<file path="config.mk">
export PLATFORM = sky130hd
export DESIGN_NAME = fifo_rd_stream
export DESIGN_NICKNAME = d
export VERILOG_FILES = /design/src/rtl/hs_pkg.sv /design/src/rtl/hs_skid2.sv /design/src/rtl/fifo_rd_stream.sv
export SDC_FILE = /design/constraint.sdc
export NUM_CORES = 1
export LEC_CHECK = 0
export CELL_PAD_IN_SITES_DETAIL_PLACEMENT = 0
export CELL_PAD_IN_SITES_GLOBAL_PLACEMENT = 1
export CORE_ASPECT_RATIO = 1.4
export CORE_MARGIN = 8
export CORE_UTILIZATION = 35
export DETAILED_ROUTE_END_ITERATION = 7
export GPL_ROUTABILITY_DRIVEN = 0
export PLACE_DENSITY_LB_ADDON = 0.1
export SLEW_MARGIN = 20
export SYNTH_ARGS = -nofsm -noshare
export SYNTH_HDL_FRONTEND = slang
export SYNTH_HIERARCHICAL = 1
export SYNTH_SLANG_ARGS = --single-unit
</file>
<file path="constraint.sdc">
create_clock -name clk -period 1.83 [get_ports clk]
set_input_delay 0.366 -clock clk [delete_from_list [all_inputs] [get_ports clk]]
set_output_delay 0.366 -clock clk [all_outputs]
set_load 0.05 [all_outputs]
</file>
<file path="src/rtl/hs_pkg.sv">
// Shared handshake types for the read- and write-side stream adapters.
package hs_pkg;

  // Occupancy of a 2-entry skid buffer (0..2).
  typedef logic [1:0] bufcnt_t;

  localparam int SKID_DEPTH = 2;

endpackage

</file>
<file path="src/rtl/hs_skid2.sv">
// Two-entry circular output buffer with registered head data and valid.
module hs_skid2
  import hs_pkg::*;
#(
  parameter int DATA_WIDTH = 8
) (
  input  logic                  clk,
  input  logic                  rst,
  input  logic                  push,
  input  logic [DATA_WIDTH-1:0] push_data,
  input  logic                  pop,
  output logic [DATA_WIDTH-1:0] data,
  output logic                  valid,
  output bufcnt_t               cnt
);

  logic [DATA_WIDTH-1:0] mem   [SKID_DEPTH];
  logic [DATA_WIDTH-1:0] mem_n [SKID_DEPTH];
  logic                  head, head_n, tail;
  bufcnt_t               cnt_n;

  // Next-state of storage, head and count for a simultaneous push and pop.
  // NOTE: every signal gets a default first, so no branch can leave one unassigned and infer a latch.
  always_comb begin
    mem_n  = mem;
    head_n = head;
    // Tail sits cnt slots past head; a 1-bit pointer wraps on its own.
    tail   = head ^ cnt[0];
    if (push) mem_n[tail] = push_data;
    if (pop)  head_n = ~head;
    cnt_n  = bufcnt_t'(cnt + bufcnt_t'(push) - bufcnt_t'(pop));
  end

  // Register the buffer and present the next head word straight from a flop.
  // NOTE: non-blocking (<=) so every flop samples pre-edge values regardless of statement order.
  always_ff @(posedge clk) begin
    if (rst) begin
      // NOTE: storage is cleared too, so data reads 0 out of reset and no stale word survives.
      for (int i = 0; i < SKID_DEPTH; i++) mem[i] <= '0;
      head  <= 1'b0;
      cnt   <= '0;
      data  <= '0;
      valid <= 1'b0;
    end else begin
      mem   <= mem_n;
      head  <= head_n;
      cnt   <= cnt_n;
      data  <= mem_n[head_n];
      valid <= (cnt_n != '0);
    end
  end

endmodule

</file>
<file path="src/rtl/fifo_rd_stream.sv">
// Drains a one-cycle-latency FIFO read port onto a valid/ready stream.
module fifo_rd_stream
  import hs_pkg::*;
#(
  parameter int DATA_WIDTH = 8,
  parameter int CNT_WIDTH  = 16
) (
  input  logic                  clk,
  input  logic                  rst,
  input  logic                  fifo_empty,
  output logic                  fifo_ren,
  input  logic [DATA_WIDTH-1:0] fifo_dout,
  output logic                  m_valid,
  input  logic                  m_ready,
  output logic [DATA_WIDTH-1:0] m_data,
  output logic [1:0]            buf_cnt,
  output logic [CNT_WIDTH-1:0]  xfer_cnt
);

  logic       rd_pend;
  logic       pop;
  logic [2:0] occupancy;

  assign pop       = m_valid & m_ready;
  // Buffered words plus the one still on its way from the FIFO.
  assign occupancy = {1'b0, buf_cnt} + {2'b00, rd_pend};
  // Read only when the word is guaranteed a slot, counting the slot a pop frees this cycle.
  assign fifo_ren  = !rst && !fifo_empty && ((occupancy < 3'(SKID_DEPTH)) || pop);

  hs_skid2 #(
    .DATA_WIDTH(DATA_WIDTH)
  ) u_skid (
    .clk      (clk),
    .rst      (rst),
    .push     (rd_pend),
    .push_data(fifo_dout),
    .pop      (pop),
    .data     (m_data),
    .valid    (m_valid),
    .cnt      (buf_cnt)
  );

  // Track the in-flight read and count accepted beats (wrapping).
  always_ff @(posedge clk) begin
    if (rst) begin
      rd_pend  <= 1'b0;
      xfer_cnt <= '0;
    end else begin
      rd_pend <= fifo_ren;
      if (pop) xfer_cnt <= xfer_cnt + 1'b1;
    end
  end

endmodule

</file>
======== Yosys cells after proc, flatten, opt, wreduce, memory -nomap -nowiden ========
Cells that the tools add are included.
Widths: inputs -> output; s select.
storage, ports and cells
  bits in registers ....................... 45
  input bits .............................. 12
  output and inout bits ................... 28
  word-level logic and storage cells ...... 36
cells by class
  add/subtract/negate cells ............... 4
  magnitude comparators ................... 4
  mux-type cells .......................... 8
  bitwise operators ....................... 5
  reductions and logical operators ........ 7
operators with widths
  operator               count
  $mux 8                 4
  $add 16x1->16 const B  1
  $bwmux 16              1
  $mux 16                1
  $demux 8 s1            1
  $ge 2x2->1 const B     2
  $not 1->2              2
  $add 2x1->3            1
  $logic_and 1x1->1      3
  $lt 3x2->1 const B     1
  $add 2x1->2            1
  $logic_not 1->1        2
  $lt 2x1->1 const B     1
  $reduce_bool 2->1      1
  $sub 2x1->2            1
  $and 1x1->1            1
  $logic_or 1x1->1       1
  $mux 1                 1
  $not 1->1              1
  $xor 1x1->1            1

======== Logic depth before layout (Yosys ltp) ========
  depth in word-level cells ............... 11
  gate-level depth with buffers ........... 8
  gate-level depth less buffers ........... 7

======== Cells and area by module ========
Netlist, hierarchy kept.
by module, submodules not included
  module          instances  cells each  area each (sq um)  seq. area each (sq um)
  hs_skid2        1          173         1430.1             560.5
  fifo_rd_stream  1          83          754.5              340.3

======== Worst setup path after synthesis ========
No wires, ideal clock.
  path type ............................... reg-to-output
  start ................................... register u_skid.valid
  end ..................................... output fifo_ren
  arrival time ............................ 2.307 ns
  data required time ...................... 1.464 ns
  setup slack ............................. -0.843 ns
  cell stages (with the launch flop) ...... 5
  buffers on the path ..................... 1
  cells stage by stage .................... dfxtp_1 > and2_1 > clkbuf_1 > nor2_1 > nor3_1
on the way
  longest elaborated chain between the ends .. 3
RTL lines
  what                      line                  source
  start: declaration        hs_skid2.sv:13        output logic valid,
  start signal: assignment  hs_skid2.sv:49        valid <= (cnt_n != '0);
  $and 1x1->1               fifo_rd_stream.sv:24  assign pop = m_valid & m_ready;
  net pop                   fifo_rd_stream.sv:21  logic pop;
  $logic_or 1x1->1          fifo_rd_stream.sv:28  assign fifo_ren = !rst && !fifo_empty && ((occupancy < 3'(SKID_DEPTH)) || pop);
  $logic_and 1x1->1         fifo_rd_stream.sv:28
  end: declaration          fifo_rd_stream.sv:11  output logic fifo_ren,
The timed path passes the listed nets, and every way through them passes these cells.

======== Worst setup path in the final report ========
  start ................................... register u_skid.valid
  end ..................................... register u_skid.valid
on the way
  longest elaborated chain between the ends .. 3
RTL lines
  what               line                  source
  $and 1x1->1        fifo_rd_stream.sv:24
  $sub 2x1->2        hs_skid2.sv:31        cnt_n = bufcnt_t'(cnt + bufcnt_t'(push) - bufcnt_t'(pop));
  $reduce_bool 2->1  hs_skid2.sv:49
No other way between the ends.
A chain may end at the register's enable or synchronous reset.

==> metrics.csv <==
stage;metric;value;unit
detailed_routing;DR WL/cell;14.5;µm
detailed_routing;Pre-Repair DR Iteration Count;4;
synth;Top FF cell, synth;dfxtp_1;
placement;Area after DPL;0.00279;mm²
critical_path;CP Capture Type;flip-flop;
layout;n_diodes;0;
global_route;busiest grt layer;met2;
critical_path;critical path class;reg2reg;
critical_path;r2r setup slk;0.11;ns
critical_path;Top delay family on crit path;adder cells;
pwr;P_int;2.14;mW
clock_network;clock root cell;clkbuf_8;
clock_network;Num CTS Buffers;5;
synth;FF+latch count, synth;45;
detailed_routing;DRT iter0 DRCs;54;
timing;Hold Fails Final Rpt;0;
worst_hold_path;Hold Path Sink;u_skid/mem[12]$_SDFF_PP0_;
critical_path;CP max stage cell;dfxtp_4;
pwr;Logic pwr share;43.3;%
placement;post-DP HPWL;3710;µm
floorplan;starting density of the core;35.7;%
clock_network;CTS tree;done;
synth;Post-Syn Area per Cell;8.53;µm²
synth;Mapped Nets;271;
synth;warnings from Yosys;6;
placement;IO buf count;39;
timing;Worst-Margin Slew;0.404;ns
clock_network;H-tree Lvls;2;
critical_path;crit start category;flip-flop;
detailed_routing;vias per cell;5.38;
pwr;peak supply drop;496;µV
timing;endpoints failing setup;0;
critical_path;CP cell instances;and2_4 -> buf_4 -> ha_1 -> inv_1 -> ha_1 -> xnor2_1 -> xnor2_1 -> o21ba_2;
clock_network;Clk Latency, worst-skew pair;0.30;ns
timing;skew final;0.00274;ns
critical_path;CP arrival;1.92;ns
global_route;global-route wire length before repair;8870;µm
global_route;Overflow after GRT;0;
global_route;vias in the first global route;1915;
critical_path;Critical Path RT;2.03;ns
global_route;routing usage on met3;2.95;%
detailed_routing;Detailed Route WL;5430;µm
critical_path;FF-to-FF Start;u_skid/valid$_SDFF_PP0_;
synth;Synth cell types;30;
detailed_routing;ANT nets after route;0;
layout;fraction of layout cells with a size suffix above 1;22.5;%
detailed_routing;drt drc;0;
floorplan;Core Area;0.00613;mm²
pwr;Seq pwr share;34.2;%
timing;Sum Neg Setup Slack;0;ns
placement;placed insts;366;
layout;Nets;316;
worst_hold_path;worst hold start;rst;
floorplan;# rows;34;
timing;minimum clock period after layout;1.72;ns
worst_hold_path;hold depth;3;
floorplan;num ports;40;
pwr;leakage;1.08;nW
outcome;status;finished clean;
layout;final instance area;0.00291;mm²
critical_path;r2r endpoint;u_skid/valid$_SDFF_PP0_;
clock_network;# clock sinks;45;
global_route;largest net degree at the start of global routing;40;
floorplan;Die Height;109;µm
synth;sequential share of the synthesized area;41.2;%
pwr;Sw Pwr;1.33;mW
global_route;M2 GR Usage;20.7;%
clock_network;hold buffers post-CTS;0;
timing;Hold WS;0.461;ns
layout;Layout area overhead;33.0;%
floorplan;die area;0.00906;mm²
critical_path;worst-case reg-to-reg path depth;8;
critical_path;largest fanout on the critical path;5;
detailed_routing;routed vias;2013;
timing;Slew Limit Fails;0;
worst_hold_path;Min-Delay Path Class;in2reg;
synth;Post-synth EDFFs;0;
pwr;total power;3.47;mW
clock_network;CTS Buffer Depth;2;
global_route;initial antenna violation count;0;
pwr;Pwr per Cell Area;1200;mW/mm²
pwr;Clk pwr share;22.5;%
job;MaxCap Viol Count;0;
timing;fmax;581;MHz
pwr;switching share of total power;38.4;%
timing;Max-slew headroom;72.4;%
timing;RSZ-0062 raised after global routing;false;
global_route;Global Route met1 Usage;14.4;%
clock_network;Worst-path clk slew;0.08;ns
synth;FFs w/ async S/R, synth;0;%
layout;final non-filler cell total;374;
critical_path;Max stage delay on crit path;0.36;ns
timing;Final period util;94.0;%
floorplan;Die X-Extent;82.8;µm
synth;Post-Syn Area;0.00218;mm²
critical_path;worst path bufs/invs;2;
global_route;All-Layer GR Usage;12.2;%
synth;cells after synthesis;256;
-- worst max-delay path by stage --
stage / end / cells past startpoint / slack, ns / from
after floorplan: u_skid/valid$_SDFF_PP0_ / 8 / 0.008 / u_skid/valid$_SDFF_PP0_
after global placement: u_skid/data[1]$_SDFF_PP0_ / 7 / -0.33 / m_ready
after detailed placement: u_skid/data[5]$_SDFF_PP0_ / 7 / -0.35 / m_ready
after CTS: u_skid/valid$_SDFF_PP0_ / 8 / 0.10 / u_skid/valid$_SDFF_PP0_
after global routing: u_skid/valid$_SDFF_PP0_ / 8 / 0.04 / u_skid/valid$_SDFF_PP0_
final: u_skid/valid$_SDFF_PP0_ / 8 / 0.11 / u_skid/valid$_SDFF_PP0_
-- placed cells by master (no fill, tap or decap), drive strengths merged, types with 2 or more instances in the layout --
cell / count
or4: 8
inv: 19
buf: 49
nand2b: 8
and4: 4
nand2: 4
ha: 3
and2: 2
xnor2: 7
xor2: 12
nand3: 19
or3: 2
nor3: 3
a21oi: 19
nand4: 9
nor2b: 2
o21ai: 18
clkbuf: 7
nor2: 16
dfxtp: 45
clkdlybuf4s50: 9
a2111oi: 16
nor4: 17
-- power by group through the flow --
stage / Combinational, mW / Clock [mW] / Sequential [mW]
finish: 1.50 / 0.782 / 1.19
global placement: 1.52 / 0 / 1.22
CTS: 1.52 / 0.812 / 1.19
floorplan: 0.704 / 0 / 1.43
detailed placement: 1.51 / 0 / 1.22
global route: 1.62 / 0.845 / 1.21
-- through the flow --
step                      util (%)  setup WS [ns]
after floorplan                  -        0.00772
after CTS                     47.4          0.102
after global placement        45.6         -0.333
after global routing          47.4         0.0359
after detailed placement      45.6         -0.347
final                         47.4          0.110
-- cells by family (layout without fill, tap and decap cells) --
| family | count (synthesis) | after routing | share of synthesized area (%) |
|---|---|---|---|
| AND/OR/NAND/NOR | 94 | 94 | 25.1 |
| AO/OA/AOI/OAI | 54 | 54 | 15.3 |
| flip-flops | 45 | 45 | 41.2 |
| buffers and inverters | 40 | 86 | 7.85 |
| XOR/XNOR | 19 | 19 | 8.30 |
| adder cells (fa/ha/maj) | 3 | 3 | 1.72 |
| multiplexers | 1 | 1 | 0.458 |
-- flip-flops by register name, indices dropped and copies added (netlist names) --
signal and cells:
rd_pend 1, u_skid/cnt 2, u_skid/data 8, u_skid/head 1
u_skid/mem 16, u_skid/valid 1, xfer_cnt 16
-- routing by layer --
layer / up-vias / routed length [µm]
met1: 962 / 2380
met5: - / 0
met4: 0 / 74
li1: 1017 / -
met3: 6 / 251
met2: 28 / 2730
-- layout make-up --
class                      instances  area (µm²)
clock buffer                       7        86.3
clock inverter                     1        30.0
fill                             629        3220
inverter                          19        71.3
multi-input combinational        171        1170
sequential                        45         906
tap                               72        90.1
timing repair buffer              59         556
-- cell usage after synthesis (2+ instances only) --
cell	instances	area, µm²
nor2b_1	2	12.5
nand3_1	19	95.1
and2_1	2	12.5
xor2_2	2	32.5
buf_1	2	7.51
nand2b_1	8	50.1
clkbuf_1	9	33.8
nand2_1	4	15.0
or4_1	8	60.1
xor2_1	10	87.6
inv_1	19	71.3
dfxtp_1	45	901
nor4_1	17	106
nand4_1	8	50.1
ha_1	3	37.5
nor2_1	16	60.1
buf_2	8	40.0
nor3_1	3	15.0
and4_1	3	26.3
a21oi_1	19	95.1
xnor2_1	7	61.3
or3_1	2	12.5
o21ai_0	18	90.1
a2111oi_0	16	140
-- timing repair --
| item | CTS | global route |
|---|---|---|
| resized for setup | 4 | 0 |
| setup buffers | 1 | 0 |
| endpoints found under the setup margin | 10 | 0 |
-- worst min-delay path, cell delays in order --
cell and delay [ns]:
buf_2 0.13, buf_12 0.16, a21oi_1 0.05
Power figures use the tool's default switching activity.
